[config.mk]
export PLATFORM = sky130hd
export DESIGN_NAME = mux_striping
export DESIGN_NICKNAME = d
export VERILOG_FILES = /design/src/rtl/mux_striping.sv
export SDC_FILE = /design/constraint.sdc
export NUM_CORES = 1
export LEC_CHECK = 0
export BUFFER_PORTS_ARGS = -buffer_cell sky130_fd_sc_hd__buf_2
export CORE_UTILIZATION = 54
export DETAILED_ROUTE_END_ITERATION = 10
export GPL_TIMING_DRIVEN = 1
export PLACE_DENSITY = 0.73
export SETUP_SLACK_MARGIN = 0.2
export SLEW_MARGIN = 5
export SYNTH_ARGS = -nofsm -noshare
export SYNTH_HDL_FRONTEND = slang
export SYNTH_SLANG_ARGS = --single-unit
export TNS_END_PERCENT = 20
[constraint.sdc]
create_clock -name clk_2f -period 3.45 [get_ports clk_2f]
set_clock_uncertainty 0.15 [all_clocks]
set_input_delay 0.1725 -clock clk_2f [delete_from_list [all_inputs] [get_ports clk_2f]]
set_output_delay 0.1725 -clock clk_2f [all_outputs]
set_load 0.03 [all_outputs]
[src/rtl/mux_striping.sv]
// Two-lane receive merge: per-lane elastic FIFOs drained in strict
// lane 0 / lane 1 alternation onto a single registered output stream.
module mux_striping #(
  parameter int DEPTH = 4,
  parameter int WIDTH = 32
) (
  input  logic             clk_2f,
  input  logic             reset_L,
  input  logic [WIDTH-1:0] lane_0,
  input  logic [WIDTH-1:0] lane_1,
  input  logic             valid_in0,
  input  logic             valid_in1,
  output logic [WIDTH-1:0] data_out,
  output logic             valid_out,
  output logic [1:0]       overflow
);

  localparam int AW = (DEPTH < 2) ? 1 : $clog2(DEPTH);

  localparam logic [AW-1:0] PTR_ONE  = 1;
  localparam logic [AW:0]   CNT_ONE  = 1;
  localparam logic [AW:0]   CNT_FULL = (AW+1)'(DEPTH);

  localparam logic [0:0] SEL0 = 1'b0;
  localparam logic [0:0] SEL1 = 1'b1;

  logic [WIDTH-1:0] mem0 [DEPTH];
  logic [WIDTH-1:0] mem1 [DEPTH];

  logic [AW-1:0] wp0, rp0, wp1, rp1;
  logic [AW:0]   cnt0, cnt1;
  logic [0:0]    sel;

  logic full0, full1, empty0, empty1;
  logic pop0, pop1, push0, push1;
  logic drop0, drop1;

  assign full0  = (cnt0 == CNT_FULL);
  assign full1  = (cnt1 == CNT_FULL);
  assign empty0 = (cnt0 == '0);
  assign empty1 = (cnt1 == '0);

  assign pop0 = (sel == SEL0) && !empty0;
  assign pop1 = (sel == SEL1) && !empty1;

  // A full FIFO still takes a word when it is drained on the same edge.
  assign push0 = valid_in0 && (!full0 || pop0);
  assign push1 = valid_in1 && (!full1 || pop1);
  assign drop0 = valid_in0 && full0 && !pop0;
  assign drop1 = valid_in1 && full1 && !pop1;

  // Storage is only written on an accepted push, so idle lane data never lands.
  always_ff @(posedge clk_2f) begin
    if (push0) mem0[wp0] <= lane_0;
    if (push1) mem1[wp1] <= lane_1;
  end

  always_ff @(posedge clk_2f or negedge reset_L) begin
    if (!reset_L) begin
      wp0  <= '0;
      rp0  <= '0;
      cnt0 <= '0;
    end else begin
      if (push0) wp0 <= wp0 + PTR_ONE;
      if (pop0)  rp0 <= rp0 + PTR_ONE;
      unique case ({push0, pop0})
        2'b10:   cnt0 <= cnt0 + CNT_ONE;
        2'b01:   cnt0 <= cnt0 - CNT_ONE;
        default: cnt0 <= cnt0;
      endcase
    end
  end

  always_ff @(posedge clk_2f or negedge reset_L) begin
    if (!reset_L) begin
      wp1  <= '0;
      rp1  <= '0;
      cnt1 <= '0;
    end else begin
      if (push1) wp1 <= wp1 + PTR_ONE;
      if (pop1)  rp1 <= rp1 + PTR_ONE;
      unique case ({push1, pop1})
        2'b10:   cnt1 <= cnt1 + CNT_ONE;
        2'b01:   cnt1 <= cnt1 - CNT_ONE;
        default: cnt1 <= cnt1;
      endcase
    end
  end

  always_ff @(posedge clk_2f or negedge reset_L) begin
    if (!reset_L) begin
      overflow <= 2'b00;
    end else begin
      if (drop0) overflow[0] <= 1'b1;
      if (drop1) overflow[1] <= 1'b1;
    end
  end

  always_ff @(posedge clk_2f or negedge reset_L) begin
    if (!reset_L) begin
      sel       <= SEL0;
      data_out  <= '0;
      valid_out <= 1'b0;
    end else begin
      unique case (1'b1)
        pop0: begin
          data_out  <= mem0[rp0];
          valid_out <= 1'b1;
          sel       <= SEL1;
        end
        pop1: begin
          data_out  <= mem1[rp1];
          valid_out <= 1'b1;
          sel       <= SEL0;
        end
        default: valid_out <= 1'b0;
      endcase
    end
  end

endmodule
==> results.json <==
{
  "postCtsSetupBuffers": 0,
  "rsz0062_at_grt": "no",
  "synthFlopType": "edfxtp_1",
  "fin_crit_ps": 2410,
  "yosys.area.top_type": "edfxtp_1",
  "remaining_drc_errors": 0,
  "setup_viol": 0,
  "avgSynthCellArea_sq_um": 21.9,
  "avgRoutedWirePerCell_microns": 21.9,
  "cts_resized": 0,
  "num_rows": 53,
  "worst_pin_slew_ps": 735,
  "placed_cells": 897,
  "drt_pass1_iterations": 5,
  "synthCells": 532,
  "crit_end": "cnt1[2]$_DFFE_PN0P_",
  "vias": 5833,
  "drv_slew": 0,
  "die_height_microns": 149,
  "fmax_ghz": 0.414,
  "coreArea_sq_mm": 0.0211,
  "synth_top_family_by_area": "multiplexers",
  "synth_area_sq_mm": 0.0116,
  "synth_warnings": 0,
  "overflow": 0,
  "drtAntennaViolNets": 0,
  "synth_cell_types": 32,
  "synth_adder_area_share": 0.0142,
  "synthSimpleGateAreaFrac": 0.0264,
  "cts_tree": "built",
  "p_leak_uw": 0.00517,
  "viasPerCell": 5.72,
  "ioPinCount": 103,
  "timing.rr.start": "cnt1[1]$_DFFE_PN0P_",
  "grt_first_pass_wirelength_mm": 34.7,
  "crit_type": "reg2reg",
  "startpoint": "cnt1[1]$_DFFE_PN0P_",
  "netlist.area_leader.share": 0.661,
  "start_util": 0.551,
  "cts.sinks": 306,
  "vdd_drop_max_uv": 447,
  "synthMuxAreaShare": 0.128,
  "path_clk_slew_ps": 60,
  "startpoint_type": "flop",
  "synth-seq-cells": 306,
  "grt_pass1_vias": 6074,
  "ff2ff_setup_slack_ps": 1040,
  "cts_buffer_depth": 3,
  "timing.rr.end": "cnt1[2]$_DFFE_PN0P_",
  "synthTopCellsByArea": "edfxtp_1, mux4_2, dfrtp_1",
  "routabilityCongestion": 0.785,
  "die_area_sq_mm": 0.0221,
  "synth_nets": 612,
  "status": "completed",
  "root_buffer": "clkbuf_16",
  "hold_buffers": 67,
  "numCtsBuffers": 29,
  "synth_compound_area_frac": 0.0322,
  "port-buffer-count": 102,
  "hpwl_mm": 14.0,
  "synth_edf_count": 256,
  "power_density_mw_per_mm2": 897,
  "worstPathRequired_ps": 3760,
  "htreeDepth": 1,
  "wirelength_mm": 22.3,
  "drt-initial-drc-count": 545,
  "async_reset_ff_frac": 0.163,
  "synthXorXnorAreaFrac": 0.00904,
  "yosysSeqAreaShare": 0.769,
  "track_usage": 0.211,
  "end_kind": "flop",
  "grt_max_degree": 36,
  "fin_cells": 1019,
  "drive_above_1_share": 0.319,
  "relSlewSlack": 0.510,
  "antenna_found_initial": 2,
  "drv_cap": 0,
  "hold_viol": 0,
  "yosys-top-cells-count": "edfxtp_1, mux4_2, dfrtp_1",
  "post-route-period-util": 0.700,
  "synth_most_common_cell": "edfxtp_1",
  "fp.dieW_microns": 149,
  "nets": 800,
  "rr_worst_depth": 9,
  "hold_class": "in2async",
  "clk_latency_ps": 530,
  "crit_arrival_ps": 2730,
  "setup_tns_ps": 0,
  "critPathMaxFanout": 7,
  "area_delta_synth_final_pct": 21.1
}
## cell type report
type,count,area (sq um)
flip-flops and latches,306,8940
fillers,1389,7000
multi-input cells,181,2440
repair buffers,187,1340
clock buffers,39,853
well taps,275,344
clock inverters,14,104
inverters,15,56.3
diodes,2,5.00
## layer usage
layer	routed length (microns)	share of wire	global-route usage
met2	10800	0.49	0.335
met1	9890	0.44	0.311
met5	0	0	0
met4	453	0.020	0.0663
met3	1160	0.052	0.0272
## how the worst min path moves through the flow
stage                               endpoint  cells past startpoint  slack, ps
global placement     data_out[1]$_DFFE_PN0P_                      1        100
floorplan                cnt0[0]$_DFFE_PN0P_                      0       -270
CTS                       wp1[1]$_DFFE_PN0P_                      2        100
finish                    wp1[1]$_DFFE_PN0P_                      2         90
global route             cnt1[1]$_DFFE_PN0P_                      2        150
detailed placement  data_out[29]$_DFFE_PN0P_                      1        120
## worst max-delay path: stages, from the launching register on
cell     delay [ps]
dfrtp_1         420
nor4b_1         410
nor2b_1         200
inv_1            90
ha_1            190
inv_1            60
fa_1            380
xor2_1          160
nor2_1          110
xor2_1          150
## kinds of logic after synthesis
kind of cell,Yosys count
compound gates,39
xor+xnor,12
fa+ha+maj,12
buf+inv,45
flops,306
mux,67
simple gates,51
## cell usage in the layout (no fill, tap or decap), types with 2 or more instances in the layout
cell type and count:
ha_1 10, a221o_1 32, nand2_1 2, diode_2 2, edfxtp_1 256, dlygate4sd3_1 67, clkbuf_8 9, mux4_1 4
fa_1 2, dfrtp_2 2, and3_1 32, nor2_1 3, buf_12 2, inv_1 15, inv_4 2, clkinv_2 9
a21o_1 2, mux4_2 60, and2_1 9, dfrtp_1 48, clkbuf_16 29, buf_4 16, xor2_1 6, xnor2_1 6
mux2_2 2, buf_2 102
## registers in the layout, indices dropped and copies added (netlist names)
| register | count |
|---|---|
| mem1 | 128 |
| cnt1 | 3 |
| sel | 1 |
| wp0 | 2 |
| rp0 | 2 |
| mem0 | 128 |
| valid_out | 1 |
| rp1 | 2 |
| wp1 | 2 |
| data_out | 32 |
| cnt0 | 3 |
| overflow | 2 |
## per-stage QoR
stage | setup WS, ps | cell area [sq um] | hold slack, ps | total power [uW] | util
floorplan | 1140 | 11600 | -273 | 8380 | -
global placement | 1120 | 12500 | 104 | 9430 | 0.590
detailed placement | 1070 | 12500 | 116 | 9570 | 0.590
CTS | 1030 | 14100 | 102 | 12700 | 0.668
global route | 784 | 14100 | 148 | 13200 | 0.668
finish | 1040 | 14100 | 88.2 | 12600 | 0.668
## power breakdown
| group | switching (uW) | total (uW) | internal [uW] |
|---|---|---|---|
| combinational | 2240 | 4030 | 1790 |
| clock | 1290 | 3090 | 1810 |
| sequential | 480 | 5510 | 5030 |
| total | 4000 | 12600 | 8630 |
Power figures use the tool's default switching activity.
